--- config.mk ---
export PLATFORM = sky130hd
export DESIGN_NAME = fp_norm_round_pack_flat
export DESIGN_NICKNAME = d
export VERILOG_FILES = /design/src/rtl/fp_pkg.sv /design/src/rtl/fp_norm_round_pack_if.sv /design/src/rtl/fp_round_pack.sv /design/src/rtl/fp_norm_round_pack.sv /design/src/flat_wrapper.sv
export SDC_FILE = /design/constraint.sdc
export NUM_CORES = 1
export LEC_CHECK = 0
export CORE_ASPECT_RATIO = 1.25
export CORE_MARGIN = 2
export CORE_UTILIZATION = 40
export CTS_CLUSTER_SIZE = 24
export DETAILED_ROUTE_END_ITERATION = 7
export PLACE_DENSITY = 0.73
export SLEW_MARGIN = 0
export SYNTH_ARGS = -nofsm -noshare
export SYNTH_HDL_FRONTEND = slang
export SYNTH_SLANG_ARGS = --single-unit
--- constraint.sdc ---
create_clock -name clk -period 7.5 [get_ports clk]
set_input_delay 1.875 -clock clk [delete_from_list [all_inputs] [get_ports clk]]
set_output_delay 1.875 -clock clk [all_outputs]
set_load 0.005 [all_outputs]
--- src/rtl/fp_pkg.sv ---
// Shared constants, mantissa bit positions and FSM state type for the FP adder back end.
package fp_pkg;

   localparam int unsigned EXP_W    = 8;
   localparam int unsigned FRAC_W   = 23;
   localparam int unsigned MANT_W   = FRAC_W + 5;
   // Two guard bits so exponent increments and decrements never wrap.
   localparam int unsigned EXP_IW   = EXP_W + 2;
   localparam int unsigned EXP_MAX  = 255;
   localparam int unsigned BIAS     = 127;

   localparam int unsigned CARRY_B  = 27;
   localparam int unsigned HIDDEN_B = 26;
   localparam int unsigned GUARD_B  = 2;
   localparam int unsigned LSB_B    = GUARD_B + 1;

   typedef enum logic [1:0] {StIdle, StNorm, StRound, StDone} state_e;

endpackage

--- src/rtl/fp_norm_round_pack_if.sv ---
// Input sum and output result handshakes of the normalise/round/pack stage.
interface fp_norm_round_pack_if;
   import fp_pkg::*;

   logic              in_valid;
   logic              in_ready;
   logic              in_sign;
   logic [EXP_W-1:0]  in_exp;
   logic [MANT_W-1:0] in_mant;
   logic              out_valid;
   logic              out_ready;
   logic [31:0]       out_result;
   logic              out_overflow;
   logic              out_underflow;

   modport master (
      output in_valid, in_sign, in_exp, in_mant, out_ready,
      input  in_ready, out_valid, out_result, out_overflow, out_underflow
   );

   modport slave (
      input  in_valid, in_sign, in_exp, in_mant, out_ready,
      output in_ready, out_valid, out_result, out_overflow, out_underflow
   );

endinterface

--- src/rtl/fp_round_pack.sv ---
// Round-to-nearest-even on a normalised mantissa, then pack to IEEE-754 single with flags.
module fp_round_pack
   import fp_pkg::*;
(
   input  logic              sign_i,
   input  logic [EXP_IW-1:0] exp_i,
   input  logic [HIDDEN_B:0] mant_i,
   output logic [31:0]       result_o,
   output logic              overflow_o,
   output logic              underflow_o
);

   logic                lsb;
   logic                guard;
   logic                sticky;
   logic                inc;
   logic [FRAC_W+1:0]   sum;
   logic                hidden;
   logic [FRAC_W-1:0]   frac;
   logic [EXP_IW-1:0]   exp_r;

   always_comb begin
      lsb    = mant_i[LSB_B];
      guard  = mant_i[GUARD_B];
      sticky = |mant_i[GUARD_B-1:0];
      inc    = guard & (sticky | lsb);
      sum    = {1'b0, mant_i[HIDDEN_B:LSB_B]} + {{(FRAC_W + 1){1'b0}}, inc};

      // Rounding all-ones carries past the hidden bit: renormalise by one.
      if (sum[FRAC_W+1]) begin
         hidden = 1'b1;
         frac   = sum[FRAC_W:1];
         exp_r  = exp_i + EXP_IW'(1);
      end else begin
         hidden = sum[FRAC_W];
         frac   = sum[FRAC_W-1:0];
         exp_r  = exp_i;
      end

      result_o    = '0;
      overflow_o  = 1'b0;
      underflow_o = 1'b0;
      if (mant_i == '0) begin
         result_o = '0;
      end else if (exp_r >= EXP_IW'(EXP_MAX)) begin
         result_o   = {sign_i, {EXP_W{1'b1}}, {FRAC_W{1'b0}}};
         overflow_o = 1'b1;
      end else if (!hidden) begin
         result_o    = {sign_i, {EXP_W{1'b0}}, frac};
         underflow_o = 1'b1;
      end else begin
         result_o = {sign_i, exp_r[EXP_W-1:0], frac};
      end
   end

endmodule

--- src/rtl/fp_norm_round_pack.sv ---
// Adder back end: iterative one-bit-per-cycle normalisation, RNE rounding and packing.
module fp_norm_round_pack
   import fp_pkg::*;
(
   input  logic                 clk,
   input  logic                 rst_n,
   fp_norm_round_pack_if.slave  bus_io
);

   state_e              state_q, state_d;
   logic                sign_q, sign_d;
   logic [EXP_IW-1:0]   exp_q, exp_d;
   logic [MANT_W-1:0]   mant_q, mant_d;
   logic [31:0]         result_q, result_d;
   logic                ovf_q, ovf_d;
   logic                unf_q, unf_d;

   logic [31:0]         rp_result;
   logic                rp_ovf;
   logic                rp_unf;

   fp_round_pack u_round_pack (
      .sign_i      (sign_q),
      .exp_i       (exp_q),
      .mant_i      (mant_q[HIDDEN_B:0]),
      .result_o    (rp_result),
      .overflow_o  (rp_ovf),
      .underflow_o (rp_unf)
   );

   always_ff @(posedge clk or negedge rst_n) begin
      if (!rst_n) begin
         state_q  <= StIdle;
         sign_q   <= 1'b0;
         exp_q    <= '0;
         mant_q   <= '0;
         result_q <= '0;
         ovf_q    <= 1'b0;
         unf_q    <= 1'b0;
      end else begin
         state_q  <= state_d;
         sign_q   <= sign_d;
         exp_q    <= exp_d;
         mant_q   <= mant_d;
         result_q <= result_d;
         ovf_q    <= ovf_d;
         unf_q    <= unf_d;
      end
   end

   always_comb begin
      state_d  = state_q;
      sign_d   = sign_q;
      exp_d    = exp_q;
      mant_d   = mant_q;
      result_d = result_q;
      ovf_d    = ovf_q;
      unf_d    = unf_q;

      unique case (state_q)
         StIdle: begin
            if (bus_io.in_valid) begin
               sign_d  = bus_io.in_sign;
               exp_d   = {2'b00, bus_io.in_exp};
               mant_d  = bus_io.in_mant;
               state_d = StNorm;
            end
         end
         StNorm: begin
            if (mant_q[CARRY_B]) begin
               // Right shift folds the dropped bit into sticky.
               mant_d  = {1'b0, mant_q[MANT_W-1:2], mant_q[1] | mant_q[0]};
               exp_d   = exp_q + EXP_IW'(1);
               state_d = StRound;
            end else if (mant_q == '0) begin
               state_d = StRound;
            end else if (!mant_q[HIDDEN_B] && (exp_q > EXP_IW'(1))) begin
               mant_d = {mant_q[MANT_W-2:0], 1'b0};
               exp_d  = exp_q - EXP_IW'(1);
            end else begin
               state_d = StRound;
            end
         end
         StRound: begin
            result_d = rp_result;
            ovf_d    = rp_ovf;
            unf_d    = rp_unf;
            state_d  = StDone;
         end
         StDone: begin
            if (bus_io.out_ready) begin
               state_d = StIdle;
            end
         end
         default: state_d = StIdle;
      endcase
   end

   assign bus_io.in_ready      = (state_q == StIdle);
   assign bus_io.out_valid     = (state_q == StDone);
   assign bus_io.out_result    = result_q;
   assign bus_io.out_overflow  = ovf_q;
   assign bus_io.out_underflow = unf_q;

endmodule

--- src/flat_wrapper.sv ---
// flat-port wrapper written by rule: the top's interface ports become plain ports
module fp_norm_round_pack_flat import fp_pkg::*;
  (clk, rst_n, bus_io_in_valid, bus_io_in_sign, bus_io_in_exp, bus_io_in_mant, bus_io_out_ready, bus_io_in_ready, bus_io_out_valid, bus_io_out_result, bus_io_out_overflow, bus_io_out_underflow);
  fp_norm_round_pack_if bus_io_i ();
  input  logic clk;
  input  logic rst_n;
  input wire logic [$bits(bus_io_i.in_valid)-1:0] bus_io_in_valid;
  input wire logic [$bits(bus_io_i.in_sign)-1:0] bus_io_in_sign;
  input wire logic [$bits(bus_io_i.in_exp)-1:0] bus_io_in_exp;
  input wire logic [$bits(bus_io_i.in_mant)-1:0] bus_io_in_mant;
  input wire logic [$bits(bus_io_i.out_ready)-1:0] bus_io_out_ready;
  output wire logic [$bits(bus_io_i.in_ready)-1:0] bus_io_in_ready;
  output wire logic [$bits(bus_io_i.out_valid)-1:0] bus_io_out_valid;
  output wire logic [$bits(bus_io_i.out_result)-1:0] bus_io_out_result;
  output wire logic [$bits(bus_io_i.out_overflow)-1:0] bus_io_out_overflow;
  output wire logic [$bits(bus_io_i.out_underflow)-1:0] bus_io_out_underflow;
  assign bus_io_i.in_valid = bus_io_in_valid;
  assign bus_io_i.in_sign = bus_io_in_sign;
  assign bus_io_i.in_exp = bus_io_in_exp;
  assign bus_io_i.in_mant = bus_io_in_mant;
  assign bus_io_i.out_ready = bus_io_out_ready;
  assign bus_io_in_ready = bus_io_i.in_ready;
  assign bus_io_out_valid = bus_io_i.out_valid;
  assign bus_io_out_result = bus_io_i.out_result;
  assign bus_io_out_overflow = bus_io_i.out_overflow;
  assign bus_io_out_underflow = bus_io_i.out_underflow;
  fp_norm_round_pack u_core (.clk(clk), .rst_n(rst_n), .bus_io(bus_io_i));
endmodule
==> summary by stage, run 1 <==
GRT
The maximum number of pins on one net before global-route repair is 79. The global route total overflow is 0. The via count of the first global-routing pass came to between 4000 and 5000.

The total track usage is 20.82%. The first global-routing pass estimated 21.76 mm of wire. The number of antenna violations at the first check in global routing is 0.

Power and ir drop
The net switching fraction of the power is 45.28%. The internal power summed over all cells is 1.379 mW. The leakage power figure is 2.330 nW. The relative contribution of the clock network to total power is approximately 15%. The net switching power is ~1.1 mW. Sequential cells account for 35.5% of the total power.

VDD sags by at most 0.1450 mV. The combinational fraction of design power is 49.2%. The total power density per cell area is about 420 mW/mm^2.

CTS
The maximum clock path buffer count is 2. The clock-pin slew of the registers on the worst-case setup and hold paths is approximately 0.06 ns. The number of cells upsized or downsized after cts is 0.

The number of clock buffers added by TritonCTS is 9. Hold repair after CTS inserted 0 buffers. The TritonCTS clock tree is yes. Buffers added to address setup during post-CTS repair amount to 0.

For the worst-skew pair, the clock arrives at the later sink with an insertion delay of 0.34 ns. The clock root buffer master is sky130_fd_sc_hd__clkbuf_16. The H-tree depth is 3.

The clock drives 75 sinks.

Routing
The first detailed-routing pass ran for 5 iterations. The number of nets still failing antenna checks after routing is 0. The via density per instance is between 5 and 6. After the first detailed-routing iteration, the DRC count stood at 519.

After detailed routing, the average wire length per cell comes to 16.49 um. The total via count after detailed routing is ~4600. After detailed routing, the number of remaining DRC violations is 0. The total length of routed wires is 13.08 mm.

Worst setup path
In this run the worst path has a maximum fanout of 54. The critical path is of the in -> reg type. For the worst setup path, the data arrival time is around 4.1 ns. The worst setup path is launched from an input pin. The depth of the worst register-to-register path is 9. The worst setup path is captured at a flip-flop. The required time reported for the critical path endpoint is 7.73 ns.

STA
Measured against its own limit, the worst slew margin works out to a little over a fifth. The post-layout minimum cycle time is 3.824 ns. The transition at the pin with the smallest max-transition slack is 1.184 ns. The highest attainable clock frequency is between 200 and 300 MHz. Setup repair after global routing left no endpoint under its margin.

The final setup TNS is 0 ns. The final setup violation count is 0. The final max-slew violation count came to 0. The final worst-path cycle share is 50.99%. The count of endpoints failing hold in the final timing report is 0. On the final layout, the worst clock skew is 0.01004 ns.

Floorplanning
The initialized floorplan defines 45 standard-cell rows. The region available for standard cell placement spans 0.01211 mm^2. The full die area is 0.01325 mm^2. The floorplan step set the die height to 128.2 um.

77 I/O pins were placed. The die width is about 100 um. Once the floorplan was initialized, standard cells occupied 40.79% of the core.

Finish
The layout filler cell count is 1143. The area growth from synthesis to layout is 21.16%. At the end of the flow the core is filled with cells to between 40% and 50%. The fraction of layout instances using a drive strength above 1 is roughly 6.8%. The repair_antennas step left the layout with diodes totalling 0.

The number of nets in the layout is 673.

Synth
For this run, asynchronously set or reset flops after synthesis account for between 90% and 100%. The most used flip-flop cell after synthesis is sky130_fd_sc_hd__dfrtp_1. In this run, distinct cell masters in the synthesized netlist total 58.

Dividing the synthesized area by the synthesized cell count gives 8.469 um^2. The sequential element share of the synthesized area is 38.01%. In the synthesized netlist, the number of instances is 583. The mapped netlist covers 0.004937 mm^2. The number of flops mapped to enable cells by yosys is 0. The synthesis-stage register bit count is 75. For this run, the number of Yosys warnings is 0.

When the netlist entered floorplanning its net count stood at between 600 and 700.

Run
The tool flagged a number of max-cap violations equal to 0.

Place
After legalization and detailed placement, the total HPWL measured 9.315 mm. Buffers placed on the I/O ports in this run total 76. The routability-driven placement congestion ratio is just over 0.9.

Hold path
The number of cells traversed by the worst hold path is 2. In this run the worst hold path is classified as reg -> reg.

Outcome
The run finished with clean final reports.
==> power groups by stage <==
stage                     logic (mW)  registers [mW]  clock network, mW
final                           1.24           0.894              0.385
after global routing            1.39           0.928              0.405
after CTS                       1.24           0.886              0.390
after detailed placement        1.23           0.893                  0
after global placement          1.19           0.879                  0
after floorplan                0.966           0.727                  0
==> placed cells by master, fill, tap and decap left out, types with 9 or more instances in the layout <==
cell and n:
sky130_fd_sc_hd__nor4_1 10, sky130_fd_sc_hd__a21oi_1 14, sky130_fd_sc_hd__o22ai_1 17, sky130_fd_sc_hd__nor2_1 26, sky130_fd_sc_hd__nand2_1 62, sky130_fd_sc_hd__nand3_1 11
sky130_fd_sc_hd__xnor2_1 21, sky130_fd_sc_hd__o211ai_1 26, sky130_fd_sc_hd__o221ai_1 9, sky130_fd_sc_hd__o21ai_0 49, sky130_fd_sc_hd__dfrtp_1 74, sky130_fd_sc_hd__clkbuf_16 9
sky130_fd_sc_hd__o311ai_0 23, sky130_fd_sc_hd__clkdlybuf4s50_1 75, sky130_fd_sc_hd__nor3_1 12, sky130_fd_sc_hd__inv_1 67
==> cell usage after synthesis (all sizes together), types with 11 or more instances <==
cell    count  area share [%]
o21ai      50             5.1
o311ai     23             4.1
nor4       11             1.7
xnor2      21             3.7
o22ai      17             2.2
nand3      12             1.3
o211ai     26             4.0
a21oi      15             1.5
nor3       12             1.2
nor2       26             2.0
dfrtp      75              38
inv        67             5.1
buf        18             2.0
nand2      62             4.7
o32ai      12             3.3
clkbuf     32             2.4
==> per-layer routing <==
layer | up-vias | track usage [%] | wire length, um
li1 | 2190 | - | -
met1 | 2196 | 29.74 | 5788
met2 | 186 | 30.85 | 6102
met3 | 34 | 2.617 | 742
met4 | 0 | 10.29 | 443
met5 | - | 0 | 0
==> logic make-up (layout without fill, tap and decap cells) <==
| logic type | Yosys count | after routing | synth area share (%) |
|---|---|---|---|
| compound gates | 182 | 182 | 26.74 |
| simple gates | 163 | 163 | 16.62 |
| buf+inv | 117 | 163 | 9.478 |
| flops | 75 | 75 | 38.01 |
| xor+xnor | 27 | 27 | 4.790 |
| mux | 11 | 11 | 2.331 |
| fa+ha+maj | 8 | 8 | 2.027 |
==> metrics by stage <==
step                power [mW]  cells  setup slack, ns  hold slack, ns  instance area [um^2]
floorplan                1.693    583            4.624          0.4444                  4937
global placement         2.064    777            3.428          0.5158                  5727
detailed placement       2.122    777            3.308          0.5206                  5727
CTS                      2.512    793            3.687          0.5279                  5982
global route             2.726    793            3.413          0.5498                  5982
finish                   2.520    793            3.676          0.5203                  5982
==> state kept, by name (all words and copies together), names as in the netlist <==
signal and cells:
u_core.bus_io.out_result 32, u_core.sign_q 1, u_core.exp_q 10, u_core.mant_q 28, u_core.bus_io.out_overflow 1, u_core.state_q 2
u_core.bus_io.out_underflow 1
==> worst paths after layout <==
| kind | start | slack (ns) | endpoint |
|---|---|---|---|
| max | bus_io_in_valid | 3.68 | u_core.exp_q[7]$_DFFE_PN0P_ |
| min | u_core.bus_io.out_result[31]$_DFFE_PN0P_ | 0.52 | u_core.bus_io.out_result[31]$_DFFE_PN0P_ |
| max reg2reg | u_core.exp_q[0]$_DFFE_PN0P_ | 3.93 | u_core.exp_q[7]$_DFFE_PN0P_ |
| min reg2reg | u_core.bus_io.out_result[31]$_DFFE_PN0P_ | 0.52 | u_core.bus_io.out_result[31]$_DFFE_PN0P_ |
| max in group asynchronous | rst_n | 5.05 | u_core.mant_q[27]$_DFFE_PN0P_ |
| min in group asynchronous | rst_n | 1.76 | u_core.mant_q[3]$_DFFE_PN0P_ |
==> layout make-up <==
type | instances | area (um^2) | share of cell area (%)
clock buffers | 13 | 240.2 | 4.016
well taps | 164 | 205.2 | 3.430
clock inverters | 3 | 15.01 | 0.2510
inverters | 67 | 251.5 | 4.204
flip-flops and latches | 75 | 1878 | 31.40
repair buffers | 80 | 785.8 | 13.14
multi-input cells | 391 | 2606 | 43.57
==> critical path, stage by stage <==
cell	delay (ns)
sky130_fd_sc_hd__clkdlybuf4s50_1	0.50
sky130_fd_sc_hd__mux2i_1	0.19
sky130_fd_sc_hd__a21oi_4	0.96
sky130_fd_sc_hd__o21ai_0	0.23
sky130_fd_sc_hd__a22o_1	0.29
Power figures use the tool's default switching activity.
==> run 2: changes to the inputs <==
==> constraint.sdc (replaced) <==
create_clock -name clk -period 3.8 [get_ports clk]
set_input_delay 0.95 -clock clk [delete_from_list [all_inputs] [get_ports clk]]
set_output_delay 0.95 -clock clk [all_outputs]
set_load 0.005 [all_outputs]
==> run 2 against run 1 <==
Compared with the run above:
- routed wire length increased by 2.3%
- utilization grew 0.79 points
- die area did not move
- combinational power is 110% higher
- sequential cell count is the same
==> summary by stage, run 2 (same netlist as run 1, synthesis figures left out) <==
CTS
The number of cells upsized or downsized after cts is 0 (unchanged). The clock-pin slew of the registers on the worst-case setup and hold paths is 0.06 ns (about the same). The clock root buffer master is sky130_fd_sc_hd__clkbuf_16. The number of clock sinks seen by CTS is 75 (unchanged). The number of CTS-inserted buffers is 9 (unchanged). The TritonCTS clock tree is yes.

The number of setup buffers added after CTS is 0 (unchanged). The source-to-sink clock delay at the later pin of the worst-skew pair is 0.35 ns (about the same). The number of buffers inserted for hold repair after clock tree synthesis came to 0 (unchanged). The H-tree depth is 3 (unchanged). The maximum clock path buffer count is 2 (unchanged).

Routing
The number of search-and-repair iterations in the first detailed-routing pass came to 5 (unchanged). The count of routing violations after the opening detailed-route iteration came to 373 (-28%). The wire length per cell is 16.77 um (+1.7%).

The via density per instance is 5.709 (-1.7%). The total via count after detailed routing is 4556 (-1.1%). The residual DRC count is 0 (unchanged). The total length of routed wires is 13.38 mm (+2.3%). The number of nets still failing antenna checks after routing is 0 (unchanged).

Worst setup path
The largest driver fanout on the critical path is 24 (-56%). The arrival time reported for the critical path endpoint came to 3.33 ns (-0.72 ns). The required time reported for the critical path endpoint is 4.03 ns (-3.70 ns). The worst setup path is launched from a flip-flop.

The capturing element type of the critical path is a flip-flop. The worst setup path is of the reg -> reg kind.

Floorplanning
The die width was 103.4 um (unchanged). The number of top-level pins is 77 (unchanged). The core outline area is 0.01211 mm^2 (unchanged). The site row count is 45 (unchanged). The full die area is 0.01325 mm^2 (unchanged). The die extent in y is 128.2 um (unchanged). The effective utilization at floorplan is 40.79% (unchanged).

Power and ir drop
The net switching power was 2.307 mW (+100%). The net switching fraction of the power is 44.86% (-0.42 points). The largest voltage drop on the vdd net is 0.3092 mV (+110%). The total power density per cell area is 846.0 mW/mm^2 (+100%). The leakage power figure is 2.382 nW (+2.3%). The combinational fraction of design power is 50.8% (+1.6 points). The internal power summed over all cells is 2.835 mW (+110%). The sequential power share was 32.5% (-3.0 points). The relative contribution of the clock network to total power is 16.7% (+1.4 points).

Place
The routability-driven placement congestion ratio is 0.9489 (+1.7%). The count of input and output buffers is 76 (unchanged). The number of placed instances, taps included is 782 (+0.64%).

The final HPWL from detailed placement is 9.850 mm (+5.7%).

STA
The final setup violation count was 0 (unchanged). The worst-case headroom to the max-slew limit is 35.90% (+15 points). Derived from the worst setup path, the maximum achievable clock frequency is approximately 320 MHz. Setup repair after global routing left no endpoint under its margin.

The final max-slew violation count came to 0 (unchanged). The post-layout minimum cycle time is 3.093 ns. The count of endpoints failing hold in the final timing report is 0 (unchanged). The final setup TNS is 0 ns (unchanged).

After layout, the worst path uses 81.39% of the clock period. The transition at the pin with the smallest max-transition slack was 0.9615 ns (-0.2228 ns). The maximum clock skew at final layout came to 0.01128 ns (+0.001244 ns).

Finish
In the layout the commonest cells are sky130_fd_sc_hd__clkdlybuf4s50_1, sky130_fd_sc_hd__dfrtp_1, sky130_fd_sc_hd__inv_1. The number of nets in the layout was 678 (+0.74%). The number of flip-flops in the largest register is 32 (unchanged).

The library cell used most frequently in the layout, excluding fill and tap cells, is sky130_fd_sc_hd__clkdlybuf4s50_1. The fraction of layout instances using a drive strength above 1 is 8.202% (+1.4 points). The area growth from synthesis to layout is 23.09%. The count of inserted antenna diode cells came to 0 (unchanged). The number of non-filler instances in the completed layout came to 798 (+0.63%).

GRT
The via count of the first global-routing pass is 4424 (+0.96%). The maximum number of pins on one net before global-route repair came to 76 (-3.8%). The total track usage came to 21.26% (+0.44 points). The number of antenna violations at the first check in global routing is 0 (unchanged). The global route total overflow is 0 (unchanged). The first-pass GRT wire length is 22.20 mm (+2.1%).

Hold path
The worst hold path belongs to the class reg -> reg.

Run
The reported max-cap violation count is 0 (unchanged).

Outcome
The flow ran to the end, and the final reports show no timing, DRC or antenna violations.
run 2: cell count changes in the layout (fill, tap and decap cells not counted):
cell and change:
sky130_fd_sc_hd__bufinv_16 +1, sky130_fd_sc_hd__buf_4 +4, sky130_fd_sc_hd__clkbuf_1 -4, sky130_fd_sc_hd__inv_6 +2
sky130_fd_sc_hd__buf_12 +1, sky130_fd_sc_hd__clkinv_2 -1, sky130_fd_sc_hd__clkinv_4 +2
run 2: layer usage:
| metal | global-route usage, % | share of wire, % | wire [um] | vias up |
|---|---|---|---|---|
| li1 | - | - | - | 2198 |
| met1 | 29.71 | 45 | 5988 | 2158 |
| met2 | 31.92 | 46 | 6149 | 163 |
| met3 | 2.944 | 5.3 | 709 | 37 |
| met4 | 10.68 | 4.0 | 536 | 0 |
| met5 | 0 | 0 | 0 | - |
run 2: path summary, 6_finish.rpt:
path	start	end	slack [ns]	cells after the start
min reg2reg	u_core.bus_io.out_result[6]$_DFFE_PN0P_	u_core.bus_io.out_result[6]$_DFFE_PN0P_	0.53	2
min in group asynchronous	rst_n	u_core.mant_q[23]$_DFFE_PN0P_	0.84	2
max in group asynchronous	rst_n	u_core.mant_q[27]$_DFFE_PN0P_	2.29	2
max	u_core.mant_q[2]$_DFFE_PN0P_	u_core.bus_io.out_result[3]$_DFFE_PN0P_	0.71	10
min	u_core.bus_io.out_result[6]$_DFFE_PN0P_	u_core.bus_io.out_result[6]$_DFFE_PN0P_	0.53	2
max reg2reg	u_core.mant_q[2]$_DFFE_PN0P_	u_core.bus_io.out_result[3]$_DFFE_PN0P_	0.71	10
run 2: layout make-up:
type                            instances  area [um^2]
Fill cell                            1155         6028
Clock buffer                            9        225.2
Sequential cell                        75         1878
Tap cell                              164        205.2
Inverter                               67        251.5
Multi-Input combinational cell        391         2606
Timing Repair Buffer                   85        835.8
Clock inverter                          7        75.07
run 2: critical path, cell delays in order, from the launching register on:
cell                      delay [ns]
sky130_fd_sc_hd__dfrtp_1        0.42
sky130_fd_sc_hd__inv_1          0.09
sky130_fd_sc_hd__nor2_1         0.11
sky130_fd_sc_hd__ha_1           0.23
sky130_fd_sc_hd__nand2_1        0.14
sky130_fd_sc_hd__nor4_4         0.26
sky130_fd_sc_hd__buf_4          0.23
sky130_fd_sc_hd__a41oi_1        0.14
sky130_fd_sc_hd__o221a_1        0.32
sky130_fd_sc_hd__a211o_1        0.62
sky130_fd_sc_hd__o32ai_1        0.40
run 2: power groups by stage:
| stage | logic, mW | clock network [mW] | registers, mW |
|---|---|---|---|
| after floorplan | 1.91 | 0 | 1.43 |
| after global placement | 2.51 | 0 | 1.65 |
| after detailed placement | 2.59 | 0 | 1.67 |
| after CTS | 2.61 | 0.872 | 1.66 |
| after global routing | 2.91 | 0.913 | 1.73 |
| final | 2.61 | 0.857 | 1.67 |
run 2: metrics by stage:
step                      worst slack [ns]  power, mW  area (um^2)  hold WS, ns  util [%]
final                               0.7073      5.141         6077       0.5257     50.20
after global routing                0.4580      5.553         6077       0.5490     50.20
after CTS                           0.7375      5.139         6077       0.5324     50.20
after detailed placement            0.7443      4.262         5777       0.5200     47.72
after global placement              0.8752      4.164         5777       0.5154     47.72
after floorplan                      1.248      3.342         4937       0.4444         -
==> run 3: changes to the inputs <==
==> constraint.sdc (replaced) <==
create_clock -name clk -period 2.9 [get_ports clk]
set_input_delay 0.725 -clock clk [delete_from_list [all_inputs] [get_ports clk]]
set_output_delay 0.725 -clock clk [all_outputs]
set_load 0.005 [all_outputs]
==> run 3 against run 2 <==
Compared with the run above:
- clock skew decreased by 0.0030 ns
- clock power increased by 31%
- sequential power increased by 29%
- routed wire length increased by 1.5%
- critical path type unchanged
- die area unchanged
- largest power group unchanged
- clock-buffer cell count increased by 2
- first-iteration DRC count increased by 23%
- utilization increased by 0.64 points
- fmax increased by 18%
- critical path depth unchanged
- highest routed layer unchanged
- cell count increased by 1.1%
- largest cell class unchanged
==> summary by stage, run 3 (same netlist as run 1, synthesis figures left out) <==
Finish
The number of nets in the layout is 687 (+1.3%). The most common cell after layout, fill and taps aside is sky130_fd_sc_hd__clkdlybuf4s50_1. In the layout the commonest cells are sky130_fd_sc_hd__clkdlybuf4s50_1, sky130_fd_sc_hd__dfrtp_1, sky130_fd_sc_hd__inv_1. The area used by multi-input combinational logic is 0.002609 mm^2 (about the same). The number of flip-flops in the largest register is 32 (unchanged). Compared with the post-synthesis result, the final layout area differs by 24.66%.

The total area of sequential cells came to 0.001878 mm^2 (unchanged). The number of non-filler instances in the completed layout is 807 (+1.1%). The layout filler cell count was 1153 (-0.17%). The count of inserted antenna diode cells came to 0 (unchanged). The fraction of layout instances using a drive strength above 1 is 9.487% (+1.3 points).

The cell area after layout is 0.006155 mm^2 (+1.3%).

Routing
The wire length per cell is 16.84 um (+0.40%). The total length of routed wires is 13.59 mm (+1.5%). The count of routing violations after the opening detailed-route iteration is 457 (+23%). The via density per instance was 5.778 (+1.2%).

The number of search-and-repair iterations in the first detailed-routing pass was 5 (unchanged). The total via count after detailed routing was 4663 (+2.3%). The number of nets still failing antenna checks after routing came to 0 (unchanged). The residual DRC count is 0 (unchanged).

STA
The final worst-path cycle share is 90.15% (+8.8 points). The highest attainable clock frequency is 382.5 MHz (+18%). The final max-slew violation count came to 0 (unchanged).

The maximum clock skew at final layout is 0.008230 ns (-0.003049 ns). The transition at the pin with the smallest max-transition slack was 0.6367 ns (-0.3249 ns). The final setup TNS is 0 ns (unchanged). The post-layout minimum cycle time was 2.614 ns (-0.4783 ns).

The final setup violation count is 0 (unchanged). The worst-case headroom to the max-slew limit was 57.56% (+22 points). The count of endpoints failing hold in the final timing report is 0 (unchanged). Setup repair after global routing left no endpoint under its margin.

Hold path
The worst hold path class is in -> async.

Floorplanning
The die width is 103.4 um (unchanged). The die extent in y is 128.2 um (unchanged). The site row count was 45 (unchanged).

The full die area is 0.01325 mm^2 (unchanged). The core outline area is 0.01211 mm^2 (unchanged). The effective utilization at floorplan is 40.79% (unchanged).

The number of top-level pins was 77 (unchanged).

Power and ir drop
The combinational fraction of design power was 51.7% (+0.9 points). The power consumption is 6.796 mW (+32%). The net switching fraction of the power came to 44.42% (-0.44 points). The leakage power figure was 2.426 nW (+1.8%).

The total power density per cell area is 1104 mW/mm^2 (+31%). The internal power summed over all cells is 3.777 mW (+33%). The relative contribution of the clock network to total power came to 16.4% (-0.3 points).

The sequential power share is 31.9% (-0.6 points). The largest voltage drop on the vdd net is 0.4334 mV (+40%). The net switching power is 3.019 mW (+31%).

Outcome
The flow ran to the end, and the final reports show no timing, DRC or antenna violations.

Place
The routability-driven placement congestion ratio was 0.9475 (-0.15%). The instance area after placement came to 0.005849 mm^2 (+1.3%). The number of placed instances, taps included is 790 (+1.0%).

The final HPWL from detailed placement is 9.989 mm (+1.4%). The count of input and output buffers was 76 (unchanged).

Worst setup path
The arrival time reported for the critical path endpoint is 2.85 ns (-0.48 ns). The worst setup path is captured at a flip-flop. The required time reported for the critical path endpoint is 3.14 ns (-0.89 ns). The critical setup path kind is reg -> reg. The worst setup path is launched from a flip-flop. The worst path buffer plus inverter count is 2 (unchanged). The maximum single-stage delay on the critical path is 0.41 ns (-0.21 ns). Broken down by cell family, the worst path's largest delay share belongs to compound AO/OA/AOI/OAI gates.

The largest driver fanout on the critical path is 24 (unchanged). The largest individual stage delay along the critical path comes from the cell sky130_fd_sc_hd__dfrtp_1. Walking the worst path, the cells encountered are inv_1, nor2_1, ha_2, nand2_1, nor4_4, a41oi_1, o221a_1, a211o_1, buf_4, o32ai_1.

CTS
TritonCTS built the clock tree. The H-tree depth is 3 (unchanged). The clock root buffer master is sky130_fd_sc_hd__clkbuf_16. The number of CTS-inserted buffers is 9 (unchanged). The clock-pin slew of the registers on the worst-case setup and hold paths came to 0.06 ns (about the same). The maximum clock path buffer count is 2 (unchanged).

The source-to-sink clock delay at the later pin of the worst-skew pair is 0.34 ns (about the same). The number of clock sinks seen by CTS is 75 (unchanged). The number of buffers inserted for hold repair after clock tree synthesis is 0 (unchanged).

GRT
The maximum number of pins on one net before global-route repair came to 72 (-5.3%). The global route total overflow came to 0 (unchanged). The via count of the first global-routing pass was 4406 (-0.41%).

The number of antenna violations at the first check in global routing is 0 (unchanged). The first-pass GRT wire length is 22.22 mm (about the same). The total track usage is 21.29% (+0.034 points).

Run
The reported max-cap violation count is 0 (unchanged).
## run 3: cell types whose count changed in the layout (fill, tap and decap cells not counted), sizes merged
cell      previous run  this run
clkinv               4         3
clkbuf               9        11
buf                 10        19
clkinvlp             0         1
inv                 69        67
## run 3: metrics by stage
stage	setup slack [ns]	util [%]	hold slack, ns
after floorplan	0.3480	-	0.4294
after global placement	0.2604	48.32	0.5161
after detailed placement	0.1844	48.32	0.5195
after CTS	0.1589	50.76	0.3075
after global routing	0.03155	50.84	0.3313
final	0.2857	50.84	0.3051
## run 3: routing by layer
layer	vias to the layer above	global-route usage, %	wire length, um
met3	28	3.053	623
met4	0	8.050	359
li1	2231	-	-
met1	2227	29.19	6043
met2	177	33.81	6561
met5	-	0	0
## run 3: what timing repair did
action,CTS,global route
resized for setup,0,1
setup buffers,0,1
setup endpoints to repair,0,11
## run 3: final timing paths
path	cells past startpoint	slack [ns]	from	to
setup / recovery	10	0.29	u_core.mant_q[2]$_DFFE_PN0P_	u_core.bus_io.out_result[22]$_DFFE_PN0P_
hold / removal	1	0.31	rst_n	u_core.bus_io.out_result[21]$_DFFE_PN0P_
setup reg to reg	10	0.29	u_core.mant_q[2]$_DFFE_PN0P_	u_core.bus_io.out_result[22]$_DFFE_PN0P_
hold reg to reg	2	0.52	u_core.bus_io.out_result[31]$_DFFE_PN0P_	u_core.bus_io.out_result[31]$_DFFE_PN0P_
max in group asynchronous	2	1.96	rst_n	u_core.bus_io.out_result[27]$_DFFE_PN0P_
min in group clk	2	0.52	u_core.bus_io.out_result[31]$_DFFE_PN0P_	u_core.bus_io.out_result[31]$_DFFE_PN0P_
## run 3: layout make-up
| cell class | count | area share [%] |
|---|---|---|
| flip-flops and latches | 75 | 30.51 |
| repair buffers | 94 | 14.88 |
| inverters | 67 | 4.086 |
| multi-input cells | 391 | 42.39 |
| well taps | 164 | 3.334 |
| clock buffers | 11 | 3.944 |
| clock inverters | 5 | 0.8538 |
## run 3: power by group through the flow
stage	clock network, mW	logic (mW)	registers (mW)
finish	1.12	3.51	2.16
global route	1.18	3.90	2.23
CTS	1.14	3.50	2.15
detailed placement	0	3.47	2.16
global placement	0	3.37	2.14
floorplan	0	2.50	1.88
## run 3: worst reg2reg max path, delay by kind of cell (launching register included)
family,cells,cell delay [ns]
adders and majority gates,1,0.22
DFF,1,0.41
buffers and inverters,2,0.31
and+or+nand+nor,3,0.50
AOI/OAI and AO/OA,4,1.07
